File: config.mk
export PLATFORM = sky130hd
export DESIGN_NAME = muldiv_unit
export DESIGN_NICKNAME = d
export VERILOG_FILES = /design/src/rtl/mips_pkg.sv /design/src/rtl/muldiv_step.sv /design/src/rtl/muldiv_unit.sv
export SDC_FILE = /design/constraint.sdc
export NUM_CORES = 1
export LEC_CHECK = 0
export BUFFER_PORTS_ARGS = -buffer_cell sky130_fd_sc_hd__buf_2
export CAP_MARGIN = 10
export CORE_ASPECT_RATIO = 1.5
export CORE_MARGIN = 4
export CORE_UTILIZATION = 55
export DETAILED_ROUTE_END_ITERATION = 16
export GPL_TIMING_DRIVEN = 0
export PLACE_DENSITY = 0.74
export REMOVE_ABC_BUFFERS = 1
export SYNTH_ARGS = -nofsm -noshare
export SYNTH_HDL_FRONTEND = slang
export SYNTH_SLANG_ARGS = --single-unit
export TNS_END_PERCENT = 30
File: constraint.sdc
create_clock -name clock -period 6.5 [get_ports clock]
set_input_delay 1.3 -clock clock [delete_from_list [all_inputs] [get_ports clock]]
set_output_delay 1.3 -clock clock [all_outputs]
set_load 0.1 [all_outputs]
File: src/rtl/mips_pkg.sv
`default_nettype none
// ============================================================================
//  Module      : mips_pkg
//  Description : Shared definitions for the iterative multiply/divide unit:
//                op encodings, FSM state type and iteration count.
//  Revision    : 1.0 - initial release
// ============================================================================
package mips_pkg;

    // Encoding of the 2-bit op field presented by execute
    localparam logic [1:0] MD_MULT  = 2'b00;
    localparam logic [1:0] MD_MULTU = 2'b01;
    localparam logic [1:0] MD_DIV   = 2'b10;
    localparam logic [1:0] MD_DIVU  = 2'b11;

    // One radix-2 iteration per operand bit
    localparam int MD_ITERS = 32;

    typedef enum logic [1:0] {
        IDLE = 2'd0,
        CALC = 2'd1,
        FIX  = 2'd2
    } md_state_t;

endpackage : mips_pkg
`default_nettype wire

File: src/rtl/muldiv_step.sv
`default_nettype none
// ============================================================================
//  Module      : muldiv_step
//  Description : Combinational single iteration of the radix-2 engine.
//                Multiply: shift-add, consumes acc[0] as the current
//                multiplier bit, adds the multiplicand into the upper half
//                and shifts the 64-bit accumulator right by one.
//                Divide: restoring step on {remainder, dividend}; shifts left,
//                trial-subtracts the divisor and shifts in a quotient bit.
//  Ports       : is_div   - 1 selects the divide step, 0 the multiply step
//                acc_in   - current 2*WIDTH accumulator
//                operand  - multiplicand (mul) or divisor (div)
//                acc_out  - accumulator after one iteration
//  Revision    : 1.0 - initial release
// ============================================================================
module muldiv_step #(
    parameter int WIDTH = 32
) (
    input  logic                 is_div,
    input  logic [2*WIDTH-1:0]   acc_in,
    input  logic [WIDTH-1:0]     operand,
    output logic [2*WIDTH-1:0]   acc_out
);

    logic [WIDTH:0] w_sum;
    logic [WIDTH:0] w_trial;

    always_comb begin
        w_sum   = {1'b0, acc_in[2*WIDTH-1:WIDTH]}
                + (acc_in[0] ? {1'b0, operand} : '0);
        // Partial remainder shifted left by one, with the next dividend bit
        // appended; WIDTH+1 bits so the MSB of the difference is the borrow.
        w_trial = acc_in[2*WIDTH-1:WIDTH-1] - {1'b0, operand};

        if (is_div) begin
            if (!w_trial[WIDTH]) begin
                acc_out = {w_trial[WIDTH-1:0], acc_in[WIDTH-2:0], 1'b1};
            end else begin
                acc_out = {acc_in[2*WIDTH-2:0], 1'b0};
            end
        end else begin
            acc_out = {w_sum, acc_in[WIDTH-1:1]};
        end
    end

endmodule : muldiv_step
`default_nettype wire

File: src/rtl/muldiv_unit.sv
`default_nettype none
// ============================================================================
//  Module      : muldiv_unit
//  Description : Iterative multiply/divide unit with architectural HI/LO.
//                start latches operands (absolute values for signed ops),
//                32 CALC cycles run the radix-2 engine, one FIX cycle applies
//                sign correction and writes HI/LO. busy covers 33 cycles;
//                done pulses for the cycle after the HI/LO write.
//  Ports       : clock, reset (async, active-high)
//                start, op[1:0], operand_a, operand_b - operation request
//                mthi, mtlo, hilo_wdata               - direct HI/LO writes
//                busy, done, hi, lo                   - status and results
//  Revision    : 1.0 - initial release
// ============================================================================
module muldiv_unit
    import mips_pkg::*;
#(
    parameter int WIDTH = 32
) (
    input  logic              clock,
    input  logic              reset,
    input  logic              start,
    input  logic [1:0]        op,
    input  logic [WIDTH-1:0]  operand_a,
    input  logic [WIDTH-1:0]  operand_b,
    input  logic              mthi,
    input  logic              mtlo,
    input  logic [WIDTH-1:0]  hilo_wdata,
    output logic              busy,
    output logic              done,
    output logic [WIDTH-1:0]  hi,
    output logic [WIDTH-1:0]  lo
);

    localparam logic [5:0] c_last_iter = 6'(MD_ITERS - 1);

    md_state_t          r_state;
    md_state_t          w_state_next;
    logic [5:0]         r_count;
    logic [2*WIDTH-1:0] r_acc;
    logic [WIDTH-1:0]   r_opnd;
    logic [WIDTH-1:0]   r_raw_a;
    logic               r_is_div;
    logic               r_neg_main;   // negate product / quotient
    logic               r_neg_rem;    // negate remainder
    logic               r_div_zero;
    logic [WIDTH-1:0]   r_hi;
    logic [WIDTH-1:0]   r_lo;
    logic               r_done;

    logic               w_start;
    logic               w_signed;
    logic               w_op_div;
    logic               w_a_neg;
    logic               w_b_neg;
    logic [WIDTH-1:0]   w_abs_a;
    logic [WIDTH-1:0]   w_abs_b;
    logic [2*WIDTH-1:0] w_step_acc;
    logic [2*WIDTH-1:0] w_prod;
    logic [WIDTH-1:0]   w_quot;
    logic [WIDTH-1:0]   w_rem;
    logic [WIDTH-1:0]   w_res_hi;
    logic [WIDTH-1:0]   w_res_lo;

    // ------------------------------------------------------------------
    // Request decode and operand conditioning
    // ------------------------------------------------------------------
    always_comb begin
        w_start  = start && (r_state == IDLE);
        w_signed = (op == MD_MULT) || (op == MD_DIV);
        w_op_div = (op == MD_DIV) || (op == MD_DIVU);
        w_a_neg  = w_signed && operand_a[WIDTH-1];
        w_b_neg  = w_signed && operand_b[WIDTH-1];
        w_abs_a  = w_a_neg ? (~operand_a + 1'b1) : operand_a;
        w_abs_b  = w_b_neg ? (~operand_b + 1'b1) : operand_b;
    end

    muldiv_step #(
        .WIDTH   (WIDTH)
    ) u_step (
        .is_div  (r_is_div),
        .acc_in  (r_acc),
        .operand (r_opnd),
        .acc_out (w_step_acc)
    );

    // ------------------------------------------------------------------
    // Sign fix-up of the finished accumulator
    // ------------------------------------------------------------------
    always_comb begin
        w_prod = r_neg_main ? (~r_acc + 1'b1) : r_acc;
        w_quot = r_neg_main ? (~r_acc[WIDTH-1:0] + 1'b1) : r_acc[WIDTH-1:0];
        w_rem  = r_neg_rem  ? (~r_acc[2*WIDTH-1:WIDTH] + 1'b1)
                            : r_acc[2*WIDTH-1:WIDTH];

        if (!r_is_div) begin
            w_res_hi = w_prod[2*WIDTH-1:WIDTH];
            w_res_lo = w_prod[WIDTH-1:0];
        end else if (r_div_zero) begin
            // Divide by zero reports the raw dividend, not its magnitude
            w_res_hi = r_raw_a;
            w_res_lo = '1;
        end else begin
            w_res_hi = w_rem;
            w_res_lo = w_quot;
        end
    end

    // ------------------------------------------------------------------
    // FSM
    // ------------------------------------------------------------------
    always_ff @(posedge clock or posedge reset) begin
        if (reset) begin
            r_state <= IDLE;
        end else begin
            r_state <= w_state_next;
        end
    end

    always_comb begin
        w_state_next = r_state;
        case (r_state)
            IDLE:    if (w_start) w_state_next = CALC;
            CALC:    if (r_count == c_last_iter) w_state_next = FIX;
            FIX:     w_state_next = IDLE;
            default: w_state_next = IDLE;
        endcase
    end

    // ------------------------------------------------------------------
    // Datapath, counter and architectural registers
    // ------------------------------------------------------------------
    always_ff @(posedge clock or posedge reset) begin
        if (reset) begin
            r_count    <= '0;
            r_acc      <= '0;
            r_opnd     <= '0;
            r_raw_a    <= '0;
            r_is_div   <= 1'b0;
            r_neg_main <= 1'b0;
            r_neg_rem  <= 1'b0;
            r_div_zero <= 1'b0;
            r_hi       <= '0;
            r_lo       <= '0;
            r_done     <= 1'b0;
        end else begin
            r_done <= 1'b0;
            case (r_state)
                IDLE: begin
                    if (w_start) begin
                        r_count    <= '0;
                        r_is_div   <= w_op_div;
                        r_raw_a    <= operand_a;
                        r_neg_main <= w_a_neg ^ w_b_neg;
                        r_neg_rem  <= w_a_neg;
                        r_div_zero <= w_op_div && (operand_b == '0);
                        if (w_op_div) begin
                            r_acc  <= {{WIDTH{1'b0}}, w_abs_a};
                            r_opnd <= w_abs_b;
                        end else begin
                            r_acc  <= {{WIDTH{1'b0}}, w_abs_b};
                            r_opnd <= w_abs_a;
                        end
                    end else begin
                        // start takes priority: moves only when no op starts
                        if (mthi) r_hi <= hilo_wdata;
                        if (mtlo) r_lo <= hilo_wdata;
                    end
                end
                CALC: begin
                    r_acc   <= w_step_acc;
                    r_count <= r_count + 6'd1;
                end
                FIX: begin
                    r_hi   <= w_res_hi;
                    r_lo   <= w_res_lo;
                    r_done <= 1'b1;
                end
                default: ;
            endcase
        end
    end

    assign busy = (r_state != IDLE);
    assign done = r_done;
    assign hi   = r_hi;
    assign lo   = r_lo;

endmodule : muldiv_unit
`default_nettype wire
**After elaboration in Yosys (flattened, before gate mapping)**

Cells that the tools add are included.

- Bits in registers: 205
- Bits of input ports: 103
- Output and inout port bits: 66
- Word-level logic and storage cells: 81

- Add/sub/neg operators: 8
- Equal/unequal tests: 10
- Multiplexer cells: 28
- Bitwise logic cells: 6
- Reductions and logical operators: 17

Operators with widths:

| cell | count |
|---|---|
| two-way mux 32 bit | 15 |
| two-way mux 64 bit | 4 |
| adder 32 x 1 -> 32 bit (second input constant) | 4 |
| inverter 32 bit | 4 |
| one-hot mux 32 bit (2 select lines) | 2 |
| one-hot mux 64 bit (2 select lines) | 1 |
| adder 64 x 1 -> 64 bit (second input constant) | 1 |
| inverter 64 bit | 1 |
| adder 32 x 33 -> 33 bit | 1 |
| subtractor 33 x 32 -> 33 bit | 1 |
| logical NOT 32 bit | 1 |
| one-hot mux 6 bit (2 select lines) | 1 |
| != test 2 bit (second input constant) | 5 |
| adder 6 x 1 -> 6 bit (second input constant) | 1 |
| equality test 2 bit (second input constant) | 3 |
| equality test 6 x 5 -> 1 bit (second input constant) | 1 |
| two-way mux 6 bit | 1 |
| AND reduction 2 bit | 3 |
| AND reduction 3 bit | 2 |
| nonzero test 2 bit | 3 |
| logical AND 1 bit | 4 |
| logical NOT 2 bit | 2 |
| two-way mux 2 bit | 2 |
| one-hot mux 2 bit (2 select lines) | 1 |
| other kinds (4) | 5 |

**Longest topological paths before layout**

Gate-level depths: netlist of the first run.

- Depth in word-level cells: 7
- Depth in mapped cells: 14
- Mapped depth without buffers: 13

**Hierarchy**

Synthesis of the first run repeated with hierarchy kept, for this count alone.

- Cells, all modules: 2191
- Area, all modules: 17570.6 µm²

Modules (own cells, without submodules):

| module | times used | cells each | area each (µm²) | seq. area each (µm²) |
|---|---|---|---|---|
| muldiv_unit | 1 | 1503 | 12749.7 | 5129.9 |
| muldiv_step | 1 | 688 | 4820.9 | 0.0 |

**Least setup slack after synthesis of the first run**

OpenSTA, ideal clock, no wires.

- Path type: in2reg
- Start point: in operand_b[15]
- End point: reg r_acc[28]
- Setup time: 0.104 ns
- Data arrival time: 3.513 ns
- Required time: 6.396 ns
- Slack: 2.883 ns
- Stages: 7
- Path buffers: 0
- Cell sequence: or4_1 or4_1 nor4_1 a21oi_1 xnor2_1 mux2i_1 a221oi_1

- Longest elaborated chain between the ends: 6

RTL lines:

| what | RTL line | text |
|---|---|---|
| start, declared | muldiv_unit.sv:25 | `input logic [WIDTH-1:0] operand_b,` |
| inverter 32 bit | muldiv_unit.sv:75 | `w_abs_b = w_b_neg ? (~operand_b + 1'b1) : operand_b;` |
| adder 32 x 1 -> 32 bit | muldiv_unit.sv:75 |  |
| two-way mux 32 bit | muldiv_unit.sv:75 |  |
| two-way mux 32 bit | muldiv_unit.sv:157 | `if (w_op_div) begin` |
| two-way mux 64 bit | muldiv_unit.sv:150 | `if (w_start) begin` |
| one-hot mux 64 bit (2 select lines) | muldiv_unit.sv:148 | `case (r_state)` |
| end signal, assigned | muldiv_unit.sv:158 | `r_acc <= {{WIDTH{1'b0}}, w_abs_a};` |
| end signal, assigned | muldiv_unit.sv:161 | `r_acc <= {{WIDTH{1'b0}}, w_abs_b};` |
| end signal, assigned | muldiv_unit.sv:171 | `r_acc <= w_step_acc;` |
| end, declared | muldiv_unit.sv:40 | `logic [2*WIDTH-1:0] r_acc;` |

Every way passes these cells. The select of a mux whose other input is x is not followed.
A chain may end at the register's enable or synchronous reset.

**Worst setup path in the final report of the first run**

- Start point: reg r_acc[0]
- End point: reg r_hi[18] (netlist: hi[18])

- Longest elaborated chain between the ends: 5

RTL lines:

| what | RTL line | text |
|---|---|---|
| inverter 64 bit | muldiv_unit.sv:91 | `w_prod = r_neg_main ? (~r_acc + 1'b1) : r_acc;` |
| adder 64 x 1 -> 64 bit | muldiv_unit.sv:91 |  |
| two-way mux 64 bit | muldiv_unit.sv:91 |  |
| two-way mux 32 bit | muldiv_unit.sv:96 | `if (!r_is_div) begin` |
| one-hot mux 32 bit (2 select lines) | muldiv_unit.sv:148 |  |
| end signal, assigned | muldiv_unit.sv:166 | `if (mthi) r_hi <= hilo_wdata;` |
| end signal, assigned | muldiv_unit.sv:175 | `r_hi <= w_res_hi;` |
| end, declared | muldiv_unit.sv:47 | `logic [WIDTH-1:0] r_hi;` |

Every way passes these cells.

==> impl_metrics.xml, run 1 <==
<?xml version="1.0" encoding="UTF-8"?>
<metrics>
  <group name="clock_network">
    <metric name="cts_made_buffers" unit="">24</metric>
    <metric name="clk_root_buffer_cell" unit="">clkbuf_16</metric>
    <metric name="clock_tree.htree_level_count" unit="">1</metric>
    <metric name="clock_latency" unit="ns">0.55</metric>
    <metric name="hold_buffers" unit="">0</metric>
    <metric name="cts-resized-gates" unit="">0</metric>
    <metric name="clk_path_buf_depth" unit="">3</metric>
    <metric name="cts.reportedPaths.clkPinSlew" unit="ns">0.06</metric>
    <metric name="tritoncts" unit="">done</metric>
    <metric name="post_cts_buffers" unit="">0</metric>
    <metric name="clock-sinks" unit="">205</metric>
  </group>
  <group name="global_routing">
    <metric name="antenna_found_initial" unit="">7</metric>
    <metric name="grt_remaining_overflow" unit="">0</metric>
    <metric name="global_route_wire_length_before_repair" unit="mm">89.0</metric>
    <metric name="first_global_vias" unit="">15944</metric>
    <metric name="grt.total_usage" unit="%">33.6</metric>
    <metric name="grt_max_degree" unit="">127</metric>
  </group>
  <group name="floorplanning">
    <metric name="dieWidth" unit="um">151</metric>
    <metric name="initial_core_util" unit="%">55.6</metric>
    <metric name="ioPinCount" unit="">169</metric>
    <metric name="core.rowCount" unit="">78</metric>
    <metric name="die_h" unit="um">222</metric>
    <metric name="coreArea" unit="sq mm">0.0303</metric>
    <metric name="die_area" unit="sq mm">0.0335</metric>
  </group>
  <group name="yosys">
    <metric name="post_synthesis_cell_area" unit="sq mm">0.0168</metric>
    <metric name="ys_types" unit="">70</metric>
    <metric name="yosysSeqAreaShare" unit="%">30.5</metric>
    <metric name="synth_flop_cell" unit="">dfrtp_1</metric>
    <metric name="synthesis.area_per_instance" unit="sq um">7.75</metric>
    <metric name="synthesis_stage_register_bit_count" unit="">205</metric>
    <metric name="synth-edff-count" unit="">0</metric>
    <metric name="yosys_warnings" unit="">0</metric>
    <metric name="async_flop_share" unit="%">100</metric>
    <metric name="postSynthCellCount" unit="">2171</metric>
  </group>
  <group name="placed_design">
    <metric name="post_dp_cell_area" unit="sq mm">0.0179</metric>
    <metric name="place_congestion" unit="">0.967</metric>
    <metric name="hpwlAfterDp" unit="mm">43.6</metric>
    <metric name="port_buffers" unit="">168</metric>
  </group>
  <group name="setup_path">
    <metric name="crit_path_class" unit="">register to register</metric>
    <metric name="crit_slowest_cell" unit="">inv_1</metric>
    <metric name="timing.critical_path.arrival" unit="ns">5.44</metric>
    <metric name="timing.critical_path.to_type" unit="">register</metric>
    <metric name="worstPathRequired" unit="ns">6.91</metric>
    <metric name="worst_setup_sp_type" unit="">register</metric>
    <metric name="cp_max_fo" unit="">31</metric>
    <metric name="reg2reg_slack" unit="ns">1.47</metric>
    <metric name="critical_path.max_stage_delay" unit="ns">0.90</metric>
    <metric name="crit_path_frequent_cell" unit="">o21ai_0</metric>
    <metric name="cp_cell_sequence" unit="">inv_1 -&gt; ha_1 -&gt; nor4b_1 -&gt; nand3_1 -&gt; or3_1 -&gt; or2_2 -&gt; o21ai_0 -&gt; xnor2_1 -&gt; o21ai_0 -&gt; a21oi_1</metric>
  </group>
  <group name="routing">
    <metric name="drt-wirelength-per-cell" unit="um">22.2</metric>
    <metric name="initialDrtViolationCount" unit="">1568</metric>
    <metric name="drt.antenna.violating_nets" unit="">0</metric>
    <metric name="detailroute.via_count" unit="">17049</metric>
    <metric name="detail_route.first_pass.iterations" unit="">7</metric>
    <metric name="detail_route.vias_per_cell" unit="">6.44</metric>
    <metric name="wirelength" unit="mm">58.8</metric>
    <metric name="drc" unit="">0</metric>
  </group>
  <group name="cells_and_area">
    <metric name="drive_above_1_share" unit="%">11.7</metric>
    <metric name="layout_common_cells" unit="">nand2_1 (299), o21ai_0 (204), dfrtp_1 (203)</metric>
    <metric name="finalCoreUtilization" unit="%">62.1</metric>
    <metric name="postLayoutCellArea" unit="sq mm">0.0188</metric>
    <metric name="finish.net_count" unit="">2400</metric>
    <metric name="n_fill_cell" unit="">2756</metric>
    <metric name="mostFrequentLayoutCell" unit="">nand2_1</metric>
    <metric name="area_growth_syn_to_layout" unit="%">11.7</metric>
  </group>
  <group name="sta">
    <metric name="period_minus_slack" unit="ns">5.03</metric>
    <metric name="rsz0062_at_grt" unit="">no</metric>
    <metric name="clock_skew" unit="ns">0.0245</metric>
    <metric name="share_of_the_clock_period_used_by_the_worst_path_after_layout" unit="%">77.4</metric>
    <metric name="relSlewSlack" unit="%">14.2</metric>
    <metric name="final_hold_viol_count" unit="">0</metric>
    <metric name="maxClockFrequency" unit="GHz">0.199</metric>
    <metric name="final-setup-viol-count" unit="">0</metric>
    <metric name="worst_max_slew_pin_slew" unit="ns">1.28</metric>
    <metric name="timing_max_transition_violations_final" unit="">0</metric>
  </group>
  <group name="power_and_ir_drop">
    <metric name="pwr-share-comb" unit="%">59.9</metric>
    <metric name="peak_supply_drop" unit="V">0.000304</metric>
    <metric name="p_seq_share" unit="%">24.9</metric>
    <metric name="sw_frac_of_total" unit="%">50.8</metric>
    <metric name="power_density" unit="mW/mm^2">526</metric>
    <metric name="static-leakage-power" unit="nW">8.31</metric>
    <metric name="switchingPower" unit="mW">5.03</metric>
    <metric name="clkPwrFrac" unit="%">15.3</metric>
    <metric name="internal_power" unit="mW">4.87</metric>
  </group>
  <group name="outcome">
    <metric name="run_status" unit="">finished, final reports clean</metric>
  </group>
  <group name="flow_run">
    <metric name="max_cap_viol_count" unit="">0</metric>
  </group>
  <group name="hold_path">
    <metric name="timing.hold.worst.class" unit="">register to register</metric>
  </group>
</metrics>
[metal layers]
layer  track usage (%)  routed length [um]  vias to the layer above  part of all wire (%)
li1                  -                   -                     7925                     -
met1              40.9               22200                     8184                    38
met2              56.0               28600                      744                    49
met3              3.37                3420                      192                   5.8
met4              21.7                4600                        4                   7.8
met5                 0                  25                        -                 0.043
[power groups by stage]
stage                     logic [mW]  clock network (mW)  registers [mW]
after CTS                       5.88                1.53            2.43
final                           5.92                1.51            2.46
after global placement          5.68                   0            2.48
after floorplan                 3.80                   0            2.99
after global routing            6.47                1.57            2.50
after detailed placement        5.84                   0            2.45
[cell families after synthesis]
logic type | share of synthesized area [%]
XOR/XNOR | 8.90
AO/OA/AOI/OAI | 26.4
flip-flops | 30.5
AND/OR/NAND/NOR | 19.0
buffers and inverters | 5.07
multiplexers | 4.80
adder cells (fa/ha/maj) | 5.37
[metrics by stage]
stage,hold WS (ns),power (mW),instances,setup slack (ns),setup TNS [ns]
CTS,0.475,9.83,2639,1.60,0
floorplan,0.436,6.79,2018,-0.396,-81.13
global placement,0.454,8.17,2586,-2.75,-565.53
global route,0.490,10.5,2646,1.36,0
detailed placement,0.455,8.29,2597,1.65,0
finish,0.468,9.90,2647,1.47,0
[state kept, by name, indices dropped and copies added, names as in the netlist]
register    cells
done            1
hi             32
lo             32
r_acc          64
r_count         6
r_div_zero      1
r_is_div        1
r_neg_main      1
r_neg_rem       1
r_opnd         32
r_raw_a        32
r_state         2
[synthesized netlist by cell type, drive strengths merged, types with 23 or more instances]
master | instances | share of area, %
o21ai | 205 | 6.1
buf | 23 | 0.57
a211oi | 44 | 2.0
a21o | 27 | 1.2
nand3 | 39 | 1.2
nor2 | 174 | 3.9
xnor2 | 106 | 5.5
o22ai | 52 | 1.9
o31ai | 28 | 1.2
clkbuf | 130 | 2.9
mux2i | 75 | 4.5
a21oi | 182 | 5.4
inv | 72 | 1.6
xor2 | 65 | 3.4
nand2 | 300 | 6.7
o211ai | 33 | 1.5
or3 | 26 | 0.97
nor3 | 35 | 1.0
ha | 69 | 5.1
a22oi | 26 | 1.2
dfrtp | 205 | 30
[final timing paths]
| kind | depth (start not counted) | start | endpoint |
|---|---|---|---|
| max | 10 | r_acc[0] | hi[18] |
| min | 1 | r_count[5] | r_count[5] |
| max reg2reg | 10 | r_acc[0] | hi[18] |
| min reg2reg | 1 | r_count[5] | r_count[5] |
| max in group asynchronous | 3 | reset | r_is_div |
| min in group asynchronous | 2 | reset | done |
[final cells by class]
| cell class | instances | area (sq um) | share of cell area (%) |
|---|---|---|---|
| diodes | 5 | 12.5 | 0.0666 |
| clock buffers | 32 | 681 | 3.62 |
| clock inverters | 10 | 189 | 1.00 |
| inverters | 72 | 278 | 1.48 |
| multi-input cells | 1741 | 10900 | 58.0 |
| flip-flops and latches | 205 | 5130 | 27.3 |
| well taps | 400 | 500 | 2.66 |
| repair buffers | 182 | 1110 | 5.90 |
[worst max-delay path, delay by kind of cell (launching register included)]
kind	cells	cell delay [ns]
compound gates	3	0.94
xor+xnor	1	0.10
fa+ha+maj	1	0.35
buf+inv	1	0.90
flops	1	0.55
simple gates	4	2.08
(Power assumes the default switching activity.)
==> run 2, diff against run 1 <==
- ABC_AREA: default -> 1
- CORE_UTILIZATION: 55 -> 56
- clock period: 6.5 -> 4.1 ns (I/O delays scaled with it)
==> run 2 against run 1 <==
  * Fmax is 33% higher
  * Wire length is 48% higher
  * Worst hold slack better by 0.0075 ns
  * Core utilization is 0.099 points lower
  * Critical path type unchanged
  * Total power is 130% higher
==> impl_metrics.xml, run 2 <==
<?xml version="1.0" encoding="UTF-8"?>
<metrics>
  <group name="sta">
    <metric name="period_minus_slack" unit="ns">3.78</metric>
    <metric name="maxClockFrequency" unit="GHz">0.265</metric>
    <metric name="final_hold_viol_count" unit="">0</metric>
    <metric name="clock_skew" unit="ns">0.0134</metric>
    <metric name="share_of_the_clock_period_used_by_the_worst_path_after_layout" unit="%">92.2</metric>
    <metric name="timing_max_transition_violations_final" unit="">0</metric>
    <metric name="timing.hold.ws" unit="ns">0.475</metric>
    <metric name="relSlewSlack" unit="%">16.5</metric>
    <metric name="setup_tns" unit="ns">0</metric>
    <metric name="final-setup-viol-count" unit="">0</metric>
    <metric name="worst_max_slew_pin_slew" unit="ns">1.24</metric>
    <metric name="rsz0062_at_grt" unit="">no</metric>
  </group>
  <group name="power_and_ir_drop">
    <metric name="peak_supply_drop" unit="V">0.000804</metric>
    <metric name="power_density" unit="mW/mm^2">1010</metric>
    <metric name="post-layout-total-power" unit="mW">22.4</metric>
    <metric name="static-leakage-power" unit="nW">11.9</metric>
  </group>
  <group name="clock_network">
    <metric name="cts.reportedPaths.clkPinSlew" unit="ns">0.07</metric>
    <metric name="clock-sinks" unit="">205</metric>
    <metric name="clock_tree.htree_level_count" unit="">1</metric>
    <metric name="clk_root_buffer_cell" unit="">clkbuf_16</metric>
    <metric name="tritoncts" unit="">done</metric>
    <metric name="hold_buffers" unit="">0</metric>
    <metric name="clock_latency" unit="ns">0.55</metric>
    <metric name="cts_made_buffers" unit="">22</metric>
    <metric name="clk_path_buf_depth" unit="">3</metric>
  </group>
  <group name="hold_path">
    <metric name="timing.hold.worst.class" unit="">input pin to asynchronous set/reset pin</metric>
  </group>
  <group name="setup_path">
    <metric name="cp_cell_sequence" unit="">nor2_1 -&gt; inv_1 -&gt; nor2_4 -&gt; inv_2 -&gt; buf_12 -&gt; nor2_4 -&gt; inv_1 -&gt; o221ai_1</metric>
    <metric name="critical_path_buf_inv_count" unit="">4</metric>
    <metric name="worstPathRequired" unit="ns">4.52</metric>
    <metric name="crit_slowest_cell" unit="">nor2_4</metric>
    <metric name="timing.critical_path.to_type" unit="">register</metric>
    <metric name="timing.critical_path.arrival" unit="ns">4.20</metric>
    <metric name="cp.depth" unit="">8</metric>
    <metric name="worst_setup_sp_type" unit="">register</metric>
    <metric name="timing.reg2reg.worst_path_depth" unit="">8</metric>
    <metric name="critical_path.max_stage_delay" unit="ns">0.76</metric>
    <metric name="worst_path_dominant_cell_family" unit="">simple AND/OR/NAND/NOR gates</metric>
    <metric name="crit_path_class" unit="">register to register</metric>
    <metric name="cp_max_fo" unit="">55</metric>
  </group>
  <group name="cells_and_area">
    <metric name="mostFrequentLayoutCell" unit="">nand2_1</metric>
    <metric name="largest_reg_flops" unit="">64</metric>
    <metric name="n_fill_cell" unit="">3530</metric>
    <metric name="largest_reg_by_ff_count" unit="">r_acc</metric>
    <metric name="layout_common_cells" unit="">nand2_1 (1174), inv_1 (451), nor2_1 (414)</metric>
    <metric name="finish.net_count" unit="">3768</metric>
    <metric name="instances_no_fill" unit="">4089</metric>
    <metric name="drive_above_1_share" unit="%">7.89</metric>
    <metric name="area_growth_syn_to_layout" unit="%">9.53</metric>
  </group>
  <group name="yosys">
    <metric name="synth_flop_cell" unit="">dfrtp_1</metric>
    <metric name="post_synthesis_cell_area" unit="sq mm">0.0203</metric>
    <metric name="yosysSeqAreaShare" unit="%">25.3</metric>
    <metric name="postSynthCellCount" unit="">3529</metric>
    <metric name="ys_types" unit="">50</metric>
    <metric name="yosys_warnings" unit="">0</metric>
    <metric name="synthesis_stage_register_bit_count" unit="">205</metric>
    <metric name="post-synth-top-count-cell" unit="">nand2_1</metric>
    <metric name="post_synth_main_area_contributors" unit="">dfrtp_1 (25%), nand2_1 (22%), nand3_1 (8.6%)</metric>
    <metric name="synthDominantCellAreaShare" unit="%">25.3</metric>
    <metric name="ys_top_cells_by_count" unit="">nand2_1 (1174), inv_1 (453), nor2_1 (417)</metric>
    <metric name="synthesis.area_per_instance" unit="sq um">5.75</metric>
    <metric name="synthDominantAreaCellType" unit="">dfrtp_1</metric>
    <metric name="synth-edff-count" unit="">0</metric>
    <metric name="async_flop_share" unit="%">100</metric>
  </group>
  <group name="routing">
    <metric name="wirelength" unit="mm">86.9</metric>
    <metric name="detailroute.via_count" unit="">24387</metric>
    <metric name="initialDrtViolationCount" unit="">2859</metric>
    <metric name="detail_route.vias_per_cell" unit="">5.96</metric>
    <metric name="drc" unit="">0</metric>
    <metric name="drt-wirelength-per-cell" unit="um">21.3</metric>
    <metric name="drt.antenna.violating_nets" unit="">0</metric>
    <metric name="detail_route.first_pass.iterations" unit="">6</metric>
  </group>
  <group name="global_routing">
    <metric name="antenna_found_initial" unit="">8</metric>
    <metric name="grt_max_degree" unit="">114</metric>
    <metric name="grt_remaining_overflow" unit="">0</metric>
    <metric name="first_global_vias" unit="">22626</metric>
    <metric name="global_route_wire_length_before_repair" unit="mm">128</metric>
    <metric name="grt.total_usage" unit="%">42.7</metric>
  </group>
  <group name="floorplanning">
    <metric name="dieWidth" unit="um">163</metric>
    <metric name="core.rowCount" unit="">85</metric>
    <metric name="initial_core_util" unit="%">56.6</metric>
    <metric name="die_area" unit="sq mm">0.0394</metric>
    <metric name="die_h" unit="um">241</metric>
    <metric name="ioPinCount" unit="">169</metric>
    <metric name="coreArea" unit="sq mm">0.0358</metric>
  </group>
  <group name="placed_design">
    <metric name="hpwlAfterDp" unit="mm">66.7</metric>
    <metric name="port_buffers" unit="">168</metric>
    <metric name="place_congestion" unit="">1.05</metric>
    <metric name="place_inst" unit="">4046</metric>
  </group>
  <group name="outcome">
    <metric name="run_status" unit="">finished, final reports clean</metric>
  </group>
  <group name="flow_run">
    <metric name="max_cap_viol_count" unit="">0</metric>
  </group>
</metrics>
run 2: layer usage:
layer	track usage, %	up-vias	wire, um
met3	9.70	493	8400
met1	45.5	11065	28700
met2	68.0	1455	38600
met5	0	-	92
met4	42.8	14	11100
li1	-	11360	-
run 2: layout make-up:
cell class | count | area, sq um | area share [%]
Timing Repair Buffer | 181 | 1090 | 4.92
Clock buffer | 24 | 568 | 2.55
Sequential cell | 205 | 5130 | 23.1
Clock inverter | 16 | 173 | 0.777
Antenna cell | 1 | 2.50 | 0.0113
Tap cell | 478 | 598 | 2.69
Inverter | 468 | 1770 | 7.96
Multi-Input combinational cell | 2716 | 12900 | 58.0
run 2: through the flow:
step / utilization, % / setup WS [ns] / instance area, sq um
global route: 62.0 / 0.249 / 22200
global placement: 59.0 / -4.52 / 21200
floorplan: - / -2.32 / 19700
CTS: 62.0 / 0.0517 / 22200
finish: 62.0 / 0.321 / 22200
detailed placement: 59.9 / -0.332 / 21500
run 2: final timing paths:
kind	start	endpoint	slack, ns
worst max-delay path	r_state[1]	r_opnd[16]	0.32
worst min-delay path	reset	lo[21]	0.48
worst max register to register	r_state[1]	r_opnd[16]	0.32
worst min register to register	hi[9]	hi[9]	0.48
max in group asynchronous	reset	lo[4]	2.64
min in group clock	hi[9]	hi[9]	0.48
run 2: cells by family after synthesis:
| logic type | after synthesis | share of synthesized area [%] |
|---|---|---|
| xor+xnor | 60 | 2.59 |
| simple gates | 2066 | 42.0 |
| flops | 205 | 25.3 |
| buf+inv | 608 | 11.5 |
| fa+ha+maj | 71 | 4.45 |
| compound gates | 519 | 14.2 |
run 2: what timing repair did:
item,in CTS,in global routing
setup buffers,0,0
endpoints found under the setup margin,1,0
gates resized for setup,2,0
run 2: report_power, final:
group          switching [mW]  internal [mW]  leakage [nW]
Combinational            11.3           4.29          9.09
Clock                   0.973           1.15         0.361
Sequential               1.66           3.00          2.46
